**src/rtl/hqm_lsp_atm_mem_2par_resp_scrub.sv**
```systemverilog
// 1R/1W responder RAM for the LSP ATM RMW pipe: two interleaved odd-parity bits per word,
// checked on every functional read, plus an idle-cycle background scrubber with error logging.
module hqm_lsp_atm_mem_2par_resp_scrub #(
  parameter int DEPTH      = 8,
  parameter int WIDTH      = 13,
  parameter int DEPTHB2    = (DEPTH > 1) ? $clog2(DEPTH) : 1,
  parameter int SCRUB_IDLE = 16
) (
  input  logic               clk,
  input  logic               rst,
  input  logic               mem_write,
  input  logic [DEPTHB2-1:0] mem_write_addr,
  input  logic [WIDTH:0]     mem_write_data,
  input  logic               mem_read,
  input  logic [DEPTHB2-1:0] mem_read_addr,
  output logic [WIDTH:0]     mem_read_data,
  input  logic               scrub_en,
  input  logic               err_inj,
  output logic               rd_par_err,
  output logic               scrub_err,
  output logic [7:0]         scrub_err_cnt,
  output logic [DEPTHB2-1:0] scrub_err_addr,
  output logic               scrub_done,
  output logic               busy
);

  localparam int DW = WIDTH + 1;
  localparam int CW = $clog2(SCRUB_IDLE + 1);
  localparam logic [DW-1:0] RST_WORD = {2'b11, {(DW-2){1'b0}}};

  typedef enum logic [1:0] {S_IDLE, S_WAIT, S_READ, S_CHECK} state_t;

  // Top bit covers odd data bits, next bit covers even data bits; each group must XOR to 1.
  function automatic logic par_err(input logic [DW-1:0] w);
    logic po, pe;
    po = w[DW-1];
    pe = w[DW-2];
    for (int i = 0; i < DW-2; i++) begin
      if (i[0]) po ^= w[i];
      else      pe ^= w[i];
    end
    return !(po && pe);
  endfunction

  logic [DW-1:0]      mem [DEPTH];
  logic               inj_pend;
  logic               inj;
  state_t             state, nxt;
  logic [CW-1:0]      idle_cnt;
  logic [DEPTHB2-1:0] ptr;
  logic [DW-1:0]      scrub_word;
  logic               cnt_clr, cnt_inc, scrub_cap, do_check;

  assign inj  = inj_pend | err_inj;
  assign busy = (state != S_IDLE);

  always_ff @(posedge clk or posedge rst) begin
    if (rst) begin
      for (int i = 0; i < DEPTH; i++) mem[i] <= RST_WORD;
      inj_pend <= 1'b0;
    end else begin
      if (mem_write) begin
        mem[mem_write_addr] <= mem_write_data ^ {inj, {(DW-1){1'b0}}};
        inj_pend            <= 1'b0;
      end else if (err_inj) begin
        inj_pend <= 1'b1;
      end
    end
  end

  // Read-before-write falls out of the nonblocking array update above.
  always_ff @(posedge clk or posedge rst) begin
    if (rst) begin
      mem_read_data <= RST_WORD;
      rd_par_err    <= 1'b0;
    end else begin
      rd_par_err <= 1'b0;
      if (mem_read) begin
        mem_read_data <= mem[mem_read_addr];
        rd_par_err    <= par_err(mem[mem_read_addr]);
      end
    end
  end

  always_ff @(posedge clk or posedge rst) begin
    if (rst) state <= S_IDLE;
    else     state <= nxt;
  end

  always_comb begin
    nxt       = state;
    cnt_clr   = 1'b0;
    cnt_inc   = 1'b0;
    scrub_cap = 1'b0;
    do_check  = 1'b0;
    case (state)
      S_IDLE: if (scrub_en) begin
        nxt     = S_WAIT;
        cnt_clr = 1'b1;
      end
      S_WAIT: begin
        if (mem_read)                              cnt_clr = 1'b1;
        else if (idle_cnt == CW'(SCRUB_IDLE - 1))  nxt     = S_READ;
        else                                       cnt_inc = 1'b1;
      end
      // Functional reads own the read port; the scrub read just waits.
      S_READ: if (!mem_read) begin
        scrub_cap = 1'b1;
        nxt       = S_CHECK;
      end
      S_CHECK: begin
        do_check = 1'b1;
        cnt_clr  = 1'b1;
        nxt      = S_WAIT;
      end
      default: nxt = S_IDLE;
    endcase
    if (!scrub_en) begin
      nxt       = S_IDLE;
      cnt_inc   = 1'b0;
      scrub_cap = 1'b0;
      do_check  = 1'b0;
    end
  end

  always_ff @(posedge clk or posedge rst) begin
    if (rst) begin
      idle_cnt       <= '0;
      ptr            <= '0;
      scrub_word     <= RST_WORD;
      scrub_err      <= 1'b0;
      scrub_err_cnt  <= '0;
      scrub_err_addr <= '0;
      scrub_done     <= 1'b0;
    end else begin
      scrub_err  <= 1'b0;
      scrub_done <= 1'b0;
      if (cnt_clr)      idle_cnt <= '0;
      else if (cnt_inc) idle_cnt <= idle_cnt + 1'b1;
      if (scrub_cap) scrub_word <= mem[ptr];
      if (do_check) begin
        if (par_err(scrub_word)) begin
          scrub_err <= 1'b1;
          if (scrub_err_cnt != 8'hFF) scrub_err_cnt  <= scrub_err_cnt + 1'b1;
          if (scrub_err_cnt == 8'h00) scrub_err_addr <= ptr;
        end
        if (ptr == DEPTHB2'(DEPTH - 1)) begin
          ptr        <= '0;
          scrub_done <= 1'b1;
        end else begin
          ptr <= ptr + 1'b1;
        end
      end
    end
  end

endmodule

```
**config.mk**
```make
export PLATFORM = sky130hd
export DESIGN_NAME = hqm_lsp_atm_mem_2par_resp_scrub
export DESIGN_NICKNAME = d
export VERILOG_FILES = /design/src/rtl/hqm_lsp_atm_mem_2par_resp_scrub.sv
export SDC_FILE = /design/constraint.sdc
export NUM_CORES = 1
export LEC_CHECK = 0
export BUFFER_PORTS_ARGS = -buffer_cell sky130_fd_sc_hd__buf_2
export CAP_MARGIN = 10
export CORE_ASPECT_RATIO = 1.25
export CORE_MARGIN = 3
export CORE_UTILIZATION = 45
export DETAILED_ROUTE_END_ITERATION = 12
export PLACE_DENSITY = 0.59
export SKIP_CTS_REPAIR_TIMING = 1
export SLEW_MARGIN = 20
export SYNTH_ARGS = -nofsm -noshare
export SYNTH_HDL_FRONTEND = slang
export SYNTH_SLANG_ARGS = --single-unit
export TNS_END_PERCENT = 1
```
**constraint.sdc**
```tcl
create_clock -name clk -period 11.3 [get_ports clk]
set_input_delay 1.13 -clock clk [delete_from_list [all_inputs] [get_ports clk]]
set_output_delay 1.13 -clock clk [all_outputs]
set_load 0.05 [all_outputs]
```
==> results of run 1 <==
-- cells by family after synthesis --
group | synth area share [%]
AO/OA/AOI/OAI | 2.702
multiplexers | 35.11
flip-flops | 49.84
XOR/XNOR | 4.159
adder cells (fa/ha/maj) | 1.501
AND/OR/NAND/NOR | 4.144
buffers and inverters | 2.537
-- where the power goes --
group	internal, mW	switching (mW)	leakage (nW)	total, mW
clock	0.362	0.243	0.301	0.605
combinational	0.396	0.339	1.77	0.735
sequential	0.752	0.154	1.99	0.906
-- flip-flops by register name, summed over array words and instances, names as in the netlist --
signal / flops
state: 2
rd_par_err: 1
mem_read_data: 14
scrub_err_addr: 3
scrub_err_cnt: 8
mem: 112
scrub_word: 14
idle_cnt: 5
scrub_done: 1
ptr: 3
scrub_err: 1
inj_pend: 1
-- critical path, cell delays in order --
cell	delay (ns)
buf_2	0.67
mux4_1	0.64
mux2_2	0.32
xnor3_1	0.40
xnor3_1	0.20
a21boi_1	0.15
-- final cells by class --
class                           instances  area (um^2)  share of cell area [%]
Clock buffer                           19        452.9                   4.816
Tap cell                              228        285.3                   3.034
Inverter                               11        46.29                  0.4923
Multi-Input combinational cell        351         3979                   42.31
Timing Repair Buffer                   60        315.3                   3.353
Sequential cell                       165         4158                   44.21
Clock inverter                         13        167.7                   1.783
-- cell usage in the layout (no fill, tap or decap), drive strengths merged, types with 6 or more instances in the layout --
cell type  instances
dfrtp            145
mux2             117
buf               60
mux4              56
mux2i             30
nand2             25
o21ai             20
dfstp             20
clkbuf            19
nor2              17
inv               15
xnor2             12
a21oi             12
ha                10
xnor3              8
xor2               7
and3               7
nand4              6
-- worst max path at each step --
stage / start / slack, ns / depth (start not counted) / end
2_1_floorplan: rst / 5.74 / 1 / idle_cnt[0]
3_3_place_gp: mem_read_addr[2] / 7.71 / 6 / rd_par_err
3_5_place_dp: mem_read_addr[2] / 7.67 / 6 / rd_par_err
4_1_cts: mem_read_addr[2] / 8.11 / 6 / rd_par_err
5_1_grt: mem_read_addr[2] / 8.01 / 6 / rd_par_err
6_report: mem_read_addr[2] / 8.14 / 6 / rd_par_err
-- through the flow --
| step | instances | total power, mW | util, % |
|---|---|---|---|
| 2_1_floorplan | 562 | 1.468 | - |
| 3_3_place_gp | 815 | 1.640 | 48.33 |
| 3_5_place_dp | 815 | 1.658 | 48.33 |
| 4_1_cts | 847 | 2.269 | 51.75 |
| 5_1_grt | 847 | 2.368 | 51.76 |
| 6_report | 847 | 2.246 | 51.76 |
-- layer usage --
| metal | GRT usage (%) | wire length (um) |
|---|---|---|
| met3 | 3.476 | 905 |
| met1 | 25.19 | 7639 |
| met2 | 34.37 | 9968 |
| met4 | 8.291 | 420 |
| met5 | 0 | 11 |
==> metrics.cfg, run 1 <==
[global_routing]
grt.overflow.total=0
track_usage_pct=20.03
antenna_found_initial=1
grt_pass1_vias=5165
grt_pass1_wl_um=30170
grt_max_degree=90

[critical_path]
r2r_end=scrub_err_cnt[7]
crit_path_max_fanout=26
cp.required_ns=11.66
end_kind=register
r2r_setup_slack_ns=9.08
rr_worst_depth=5
crit_type=primary input to register
cp.arrival_ns=3.52
worst_setup_path_start_kind=primary input
r2r_start=scrub_word[6]

[power]
p_leak_nw=4.060
power.density_nw_per_um2=238.9
peakVddDrop_uv=134.4

[timing]
tightest_slew_ns=1.147
rsz0062_at_grt=no
setup_slack_ns=8.138
skew_ns=0.01754
maxSlewHeadroom_pct=23.51
final-setup-viol-count=0
hold_viol=0
final.period_utilization_pct=27.98
finalCriticalPeriod_ns=3.162
fin_setup_tns_ns=0
max_freq_mhz=316.3
hold-worst-slack_ns=0.4787
maxSlewViolCount=0

[synthesis]
avgSynthCellArea_um2=14.83
synth.largest_area_cell=dfrtp_1
yosys-top-cells-area=dfrtp_1, mux2_2, mux4_2
async_reset_ff_share_pct=100.0
ys_seq_area_share_pct=49.84
synth-main-ff-cell=dfrtp_1
synth_cell_types=41
syn-cell-area_um2=8334
synth_edf_count=0
yosys.cell_count.top_type=dfrtp_1
synthCells=562
yosys_warnings=0
syn-num-nets=598
synth_commonest_cells=dfrtp_1, mux2_2, mux4_2, mux2i_1, nand2_1
synth_top_area_share_pct=43.54
yosys_register_bits=165

[floorplan]
core_region_area_um2=18170
die_y_um=158.2
die_width_um=127.7
io_pins=55
die_area_um2=20200
fp-row-count=55
initial_utilization_pct=45.87

[clocking]
cts_htree_levels=4
cts_tree=done
clk_path_buf_depth=2
clock_latency_ns=0.44
cts_sinks=165
cts-root-buf=clkbuf_16
cts_buffers=17
clk_pin_slew_ns=0.06

[worst_hold_path]
hp-class=register to register
whs_endpoint=mem[83]
whs_path_depth=2
min_from=mem[83]

[placement]
post-place-ws_ns=7.671
port_buffers=54
placed_area_um2=8781
gp_congestion=0.8099
place.detailed.hpwl_um=12380

[final_layout]
diodes=0
area_growth_pct=12.84
layout-drive-gt1-share_pct=46.69
n_fill_cell=1532
nets=642
stdcell_area_um2=9404

[drt]
wl_per_cell_um=22.37
drc=0
via_per_inst=5.809
first_pass_iters=4
drt_iter0_markers=195
wl_um=18950
antenna_violating_nets_post_route=0
vias=4920

[job]
max-cap-violations=0

[status]
outcome=finished clean

Note: power is estimated with default switching activity, not from simulation.
==> run 2: changes to the inputs <==
==> constraint.sdc (replaced) <==
create_clock -name clk -period 3.3 [get_ports clk]
set_input_delay 0.33 -clock clk [delete_from_list [all_inputs] [get_ports clk]]
set_output_delay 0.33 -clock clk [all_outputs]
set_load 0.05 [all_outputs]
==> run 2 against run 1 <==
  * Worst hold slack lost 0.44 ns
  * First-iteration DRC count grew 3.6%
  * Highest routed layer is now met4
  * Core utilization grew 0.34 points
  * Sequential power grew to 3.3 times the previous value
  * Via count shrank 0.77%
  * Largest cell class unchanged
==> metrics.cfg, run 2 (synthesis gave the netlist of run 1 again) <==
[timing]
max_freq_mhz=426.4
hold_viol=0  ; unchanged
fin_setup_tns_ns=0  ; unchanged
tightest_slew_ns=1.067  ; -0.08061 ns
final-setup-viol-count=0  ; unchanged
final.period_utilization_pct=71.06
setup_slack_ns=0.9549  ; -7.183 ns
finalCriticalPeriod_ns=2.345
maxSlewHeadroom_pct=28.67  ; +5.2 points
skew_ns=0.008231  ; -0.009310 ns
hold-worst-slack_ns=0.04082  ; -0.4379 ns
rsz0062_at_grt=no
maxSlewViolCount=0  ; unchanged

[final_layout]
layout_commonest_cell=dfrtp_1
nets=653  ; +1.7%
diodes=0  ; unchanged
final_cell_mix=dfrtp_1, mux2_2, buf_2, mux4_2, mux2i_1
largest_reg_flops=112  ; unchanged
layout-drive-gt1-share_pct=46.98  ; +0.30 points
reg.largest.list=mem (112), mem_read_data (14), scrub_word (14)
largest_register=mem
area_growth_pct=13.59
final_cells=858  ; +1.3%

[clocking]
clk_pin_slew_ns=0.06  ; about the same
cts_sinks=165  ; unchanged
cts_htree_levels=4  ; unchanged
cts_buffers=17  ; unchanged
cts_tree=done
clock_latency_ns=0.42  ; -0.02 ns
cts-root-buf=clkbuf_16
clk_path_buf_depth=2  ; unchanged

[critical_path]
r2r_end=scrub_err_cnt[5]
cp.arrival_ns=2.65  ; -0.87 ns
crit_path_max_fanout=9  ; -65%
startpoint=scrub_word[12]
r2r_start=scrub_word[12]
cp.required_ns=3.60  ; -8.06 ns
crit_type=register to register
rr_worst_depth=5  ; unchanged
r2r_setup_slack_ns=0.95  ; -8.13 ns
end_kind=register
worst_setup_path_start_kind=register

[floorplan]
core_region_area_um2=18170  ; unchanged
die_y_um=158.2  ; unchanged
die_area_um2=20200  ; unchanged
io_pins=55  ; unchanged
initial_utilization_pct=45.87  ; unchanged
die_width_um=127.7  ; unchanged
fp-row-count=55  ; unchanged

[global_routing]
grt_max_degree=55  ; -39%
grt_pass1_vias=5150  ; -0.29%
track_usage_pct=19.71  ; -0.31 points
grt_pass1_wl_um=29870  ; -0.98%
antenna_found_initial=0  ; -1
grt.overflow.total=0  ; unchanged

[power]
peakVddDrop_uv=366.4  ; +170%
p_leak_nw=4.083  ; +0.58%
power.density_nw_per_um2=792.8  ; +230%
total_power_mw=7.505  ; +230%

[job]
max-cap-violations=0  ; unchanged

[placement]
port_buffers=54  ; unchanged
gp_congestion=0.8060  ; -0.48%
dp_cells=826  ; +1.3%
place.detailed.hpwl_um=12400  ; +0.16%
post-place-ws_ns=0.6284  ; -7.043 ns

[drt]
vias=4882  ; -0.77%
wl_um=18750  ; -1.0%
antenna_violating_nets_post_route=0  ; unchanged
first_pass_iters=4  ; unchanged
wl_per_cell_um=21.85  ; -2.3%
drc=0  ; unchanged
via_per_inst=5.690  ; -2.0%
drt_iter0_markers=202  ; +3.6%

[worst_hold_path]
hp-class=primary input to asynchronous set/reset pin

[status]
outcome=finished clean

## run 2: changes by cell type in the layout (fill, tap and decap cells not counted), sizes merged
cell      previous run  this run
buf                 60        71
bufinv               3         1
clkbuf              19        22
clkinv               4         3
clkinvlp             2         5
inv                 15        12
## run 2: cell type report
class,instances,area (um^2)
clock inverter,10,100.1
sequential,165,4155
multi-input combinational,351,3979
timing repair buffer,71,447.9
fill,1541,8701
clock buffer,22,454.2
tap,228,285.3
inverter,11,45.04
## run 2: layer usage
metal | GRT usage, % | part of all wire (%)
met2 | 34.30 | 52
met1 | 24.93 | 43
met3 | 3.476 | 2.5
met5 | 0 | 0
met4 | 6.825 | 1.8
## run 2: how the worst max path moves through the flow
stage,slack [ns],cells past startpoint,to
finish,0.95,5,scrub_err_cnt[5]
CTS,0.91,5,scrub_err_cnt[5]
detailed placement,0.63,7,rd_par_err
floorplan,0.89,1,idle_cnt[0]
global route,0.80,5,scrub_err_cnt[7]
global placement,0.67,7,rd_par_err
## run 2: report_power, final
group          total [mW]  leakage (nW)  internal (mW)  switching, mW
Clock                1.87         0.257           1.06          0.807
Combinational        2.62          1.84           1.39           1.23
Sequential           3.01          1.99           2.57          0.436
## run 2: worst max-delay path, stage by stage, from the launching register on
cell,delay (ns)
dfstp_2,0.54
xor2_1,0.26
xnor3_1,0.51
a211oi_2,0.56
nand4_1,0.19
xnor2_1,0.17
## run 2: metrics by stage
step                area [um^2]  utilization, %
finish                     9467           52.11
global route               9467           52.11
CTS                        9467           52.11
detailed placement         8912           49.06
global placement           8912           49.06
floorplan                  8338               -
==> run 3: changes to the inputs <==
==> constraint.sdc (replaced) <==
create_clock -name clk -period 2.4 [get_ports clk]
set_input_delay 0.24 -clock clk [delete_from_list [all_inputs] [get_ports clk]]
set_output_delay 0.24 -clock clk [all_outputs]
set_load 0.05 [all_outputs]
==> run 3 against run 2 <==
  * Final area is 2.7% higher
  * Fmax rose by 8.4%
  * Worst hold slack gained 0.00094 ns
==> metrics.cfg, run 3 (synthesis gave the netlist of run 1 again) <==
[power]
power.internal_mw=7.199  ; +43%
p_switching_mw=3.513  ; +42%
p_seq_share_pct=38.8  ; -1.3 points
clockPowerShare_pct=26.0  ; +1.1 points
power.density_nw_per_um2=1101  ; +39%
switching_share_pct=32.79  ; -0.21 points
peakVddDrop_uv=501.5  ; +37%
p_leak_nw=4.238  ; +3.8%
combPwrFrac_pct=35.2  ; +0.2 points

[final_layout]
stdcell_area_um2=9727  ; +2.7%
n_fill_cell=1473  ; -4.4%
nets=675  ; +3.4%
final_cell_mix=dfrtp_1, mux2_2, buf_2, mux4_2, buf_4
reg.largest.list=mem (112), mem_read_data (14), scrub_word (14)
largest_register=mem
fin_util_pct=53.54  ; +1.4 points
layout-drive-gt1-share_pct=49.08  ; +2.1 points
largest_reg_flops=112  ; unchanged
area_growth_pct=16.71
layout_commonest_cell=dfrtp_1
diodes=0  ; unchanged

[placement]
place.detailed.hpwl_um=13210  ; +6.5%
gp_congestion=0.8041  ; -0.24%
placed_area_um2=9107  ; +2.2%
port_buffers=54  ; unchanged
post-place-ws_ns=0.07163  ; -0.5568 ns

[global_routing]
grt_max_degree=37  ; -33%
track_usage_pct=19.89  ; +0.18 points
grt.overflow.total=0  ; unchanged
grt_pass1_vias=5391  ; +4.7%
grt_pass1_wl_um=30390  ; +1.7%
antenna_found_initial=0  ; unchanged

[timing]
maxSlewViolCount=0  ; unchanged
skew_ns=0.008668  ; +0.0004368 ns
tightest_slew_ns=0.7841  ; -0.2826 ns
rsz0062_at_grt=no
finalCriticalPeriod_ns=2.164  ; -0.1812 ns
final.period_utilization_pct=90.16  ; +19 points
max_freq_mhz=462.1  ; +8.4%
hold_viol=0  ; unchanged
maxSlewHeadroom_pct=47.55  ; +19 points
setup_slack_ns=0.2361  ; -0.7188 ns
final-setup-viol-count=0  ; unchanged
fin_setup_tns_ns=0  ; unchanged

[floorplan]
die_y_um=158.2  ; unchanged
io_pins=55  ; unchanged
core_region_area_um2=18170  ; unchanged
fp-row-count=55  ; unchanged
initial_utilization_pct=45.87  ; unchanged
die_width_um=127.7  ; unchanged
die_area_um2=20200  ; unchanged

[critical_path]
r2r_setup_slack_ns=0.24  ; -0.72 ns
crit_type=register to register
crit_path_max_fanout=3  ; -6
rr_worst_depth=5  ; unchanged
cp-endpoint=scrub_err_addr[2]
startpoint=scrub_word[12]
cp.arrival_ns=2.47  ; -0.18 ns
r2r_end=scrub_err_addr[2]
worst_setup_path_start_kind=register
cp.required_ns=2.71  ; -0.89 ns
r2r_start=scrub_word[12]
end_kind=register

[clocking]
cts_tree=done
clk_pin_slew_ns=0.07  ; about the same
cts_buffers=17  ; unchanged
cts-root-buf=clkbuf_16
cts_sinks=165  ; unchanged
clk_path_buf_depth=2  ; unchanged
cts_htree_levels=4  ; unchanged
clock_latency_ns=0.43  ; about the same

[job]
max-cap-violations=0  ; unchanged

[drt]
wl_um=19150  ; +2.1%
antenna_violating_nets_post_route=0  ; unchanged
wl_per_cell_um=21.76  ; -0.43%
drc=0  ; unchanged
vias=4994  ; +2.3%
first_pass_iters=4  ; unchanged
drt_iter0_markers=239  ; +18%
via_per_inst=5.675  ; -0.26%

[worst_hold_path]
hp-class=primary input to register

[status]
outcome=finished clean

## run 3: cell types whose count changed in the layout (fill, tap and decap cells not counted)
cell and change:
clkinv_2 -1, buf_12 +3, bufinv_16 +1, inv_8 +1
clkinvlp_4 -2, inv_6 +2, buf_4 +18, clkbuf_1 -3
dlygate4sd3_1 +1, clkbuf_8 +2
## run 3: worst max-delay path, cell delays in order (launching register included)
cell and delay (ns):
dfstp_2 0.54, xor2_1 0.22, xnor3_1 0.49, a21oi_1 0.21, and3_1 0.25, mux2_2 0.35
## run 3: power groups by stage
stage	combinational, mW	sequential (mW)	clock, mW
2_1_floorplan	2.56	4.35	0
3_3_place_gp	3.72	4.16	0
3_5_place_dp	3.79	4.20	0
4_1_cts	3.81	4.15	2.86
5_1_grt	4.04	4.24	2.97
6_report	3.77	4.15	2.79
## run 3: metrics by stage
step                      std cells  hold WS (ns)  power, mW
final                           880       0.04176      10.71
after global routing            880       0.05303      11.26
after CTS                       879       -0.1091      10.83
after detailed placement        847        0.3518      7.986
after global placement          847        0.3390      7.881
after floorplan                 562        0.3659      6.914
## run 3: how the worst min path moves through the flow
stage	startpoint	to	slack (ns)	cells after the start
after CTS	rst	idle_cnt[4]	-0.11	2
after floorplan	scrub_en	state[1]	0.37	1
final	mem_write	inj_pend	0.04	2
after detailed placement	rst	idle_cnt[4]	0.35	2
after global routing	mem_write	inj_pend	0.05	2
after global placement	rst	idle_cnt[4]	0.34	2
## run 3: cell type report
class                           instances  area [um^2]  area share [%]
Sequential cell                       165         4155           42.72
Tap cell                              228        285.3           2.933
Clock buffer                           21        470.5           4.837
Inverter                               11        45.04          0.4631
Multi-Input combinational cell        351         3979           40.91
Clock inverter                         11        138.9           1.428
Timing Repair Buffer                   93        653.1           6.715
## run 3: layer usage
metal | part of all wire (%) | vias to the layer above | track usage [%] | routed length [um]
met2 | 53 | 101 | 34.57 | 10100
met5 | 0 | - | 0 | 0
met1 | 42 | 2624 | 25.55 | 8136
met3 | 3.6 | 14 | 4.084 | 697
met4 | 1.1 | 0 | 5.157 | 214
li1 | - | 2255 | - | -
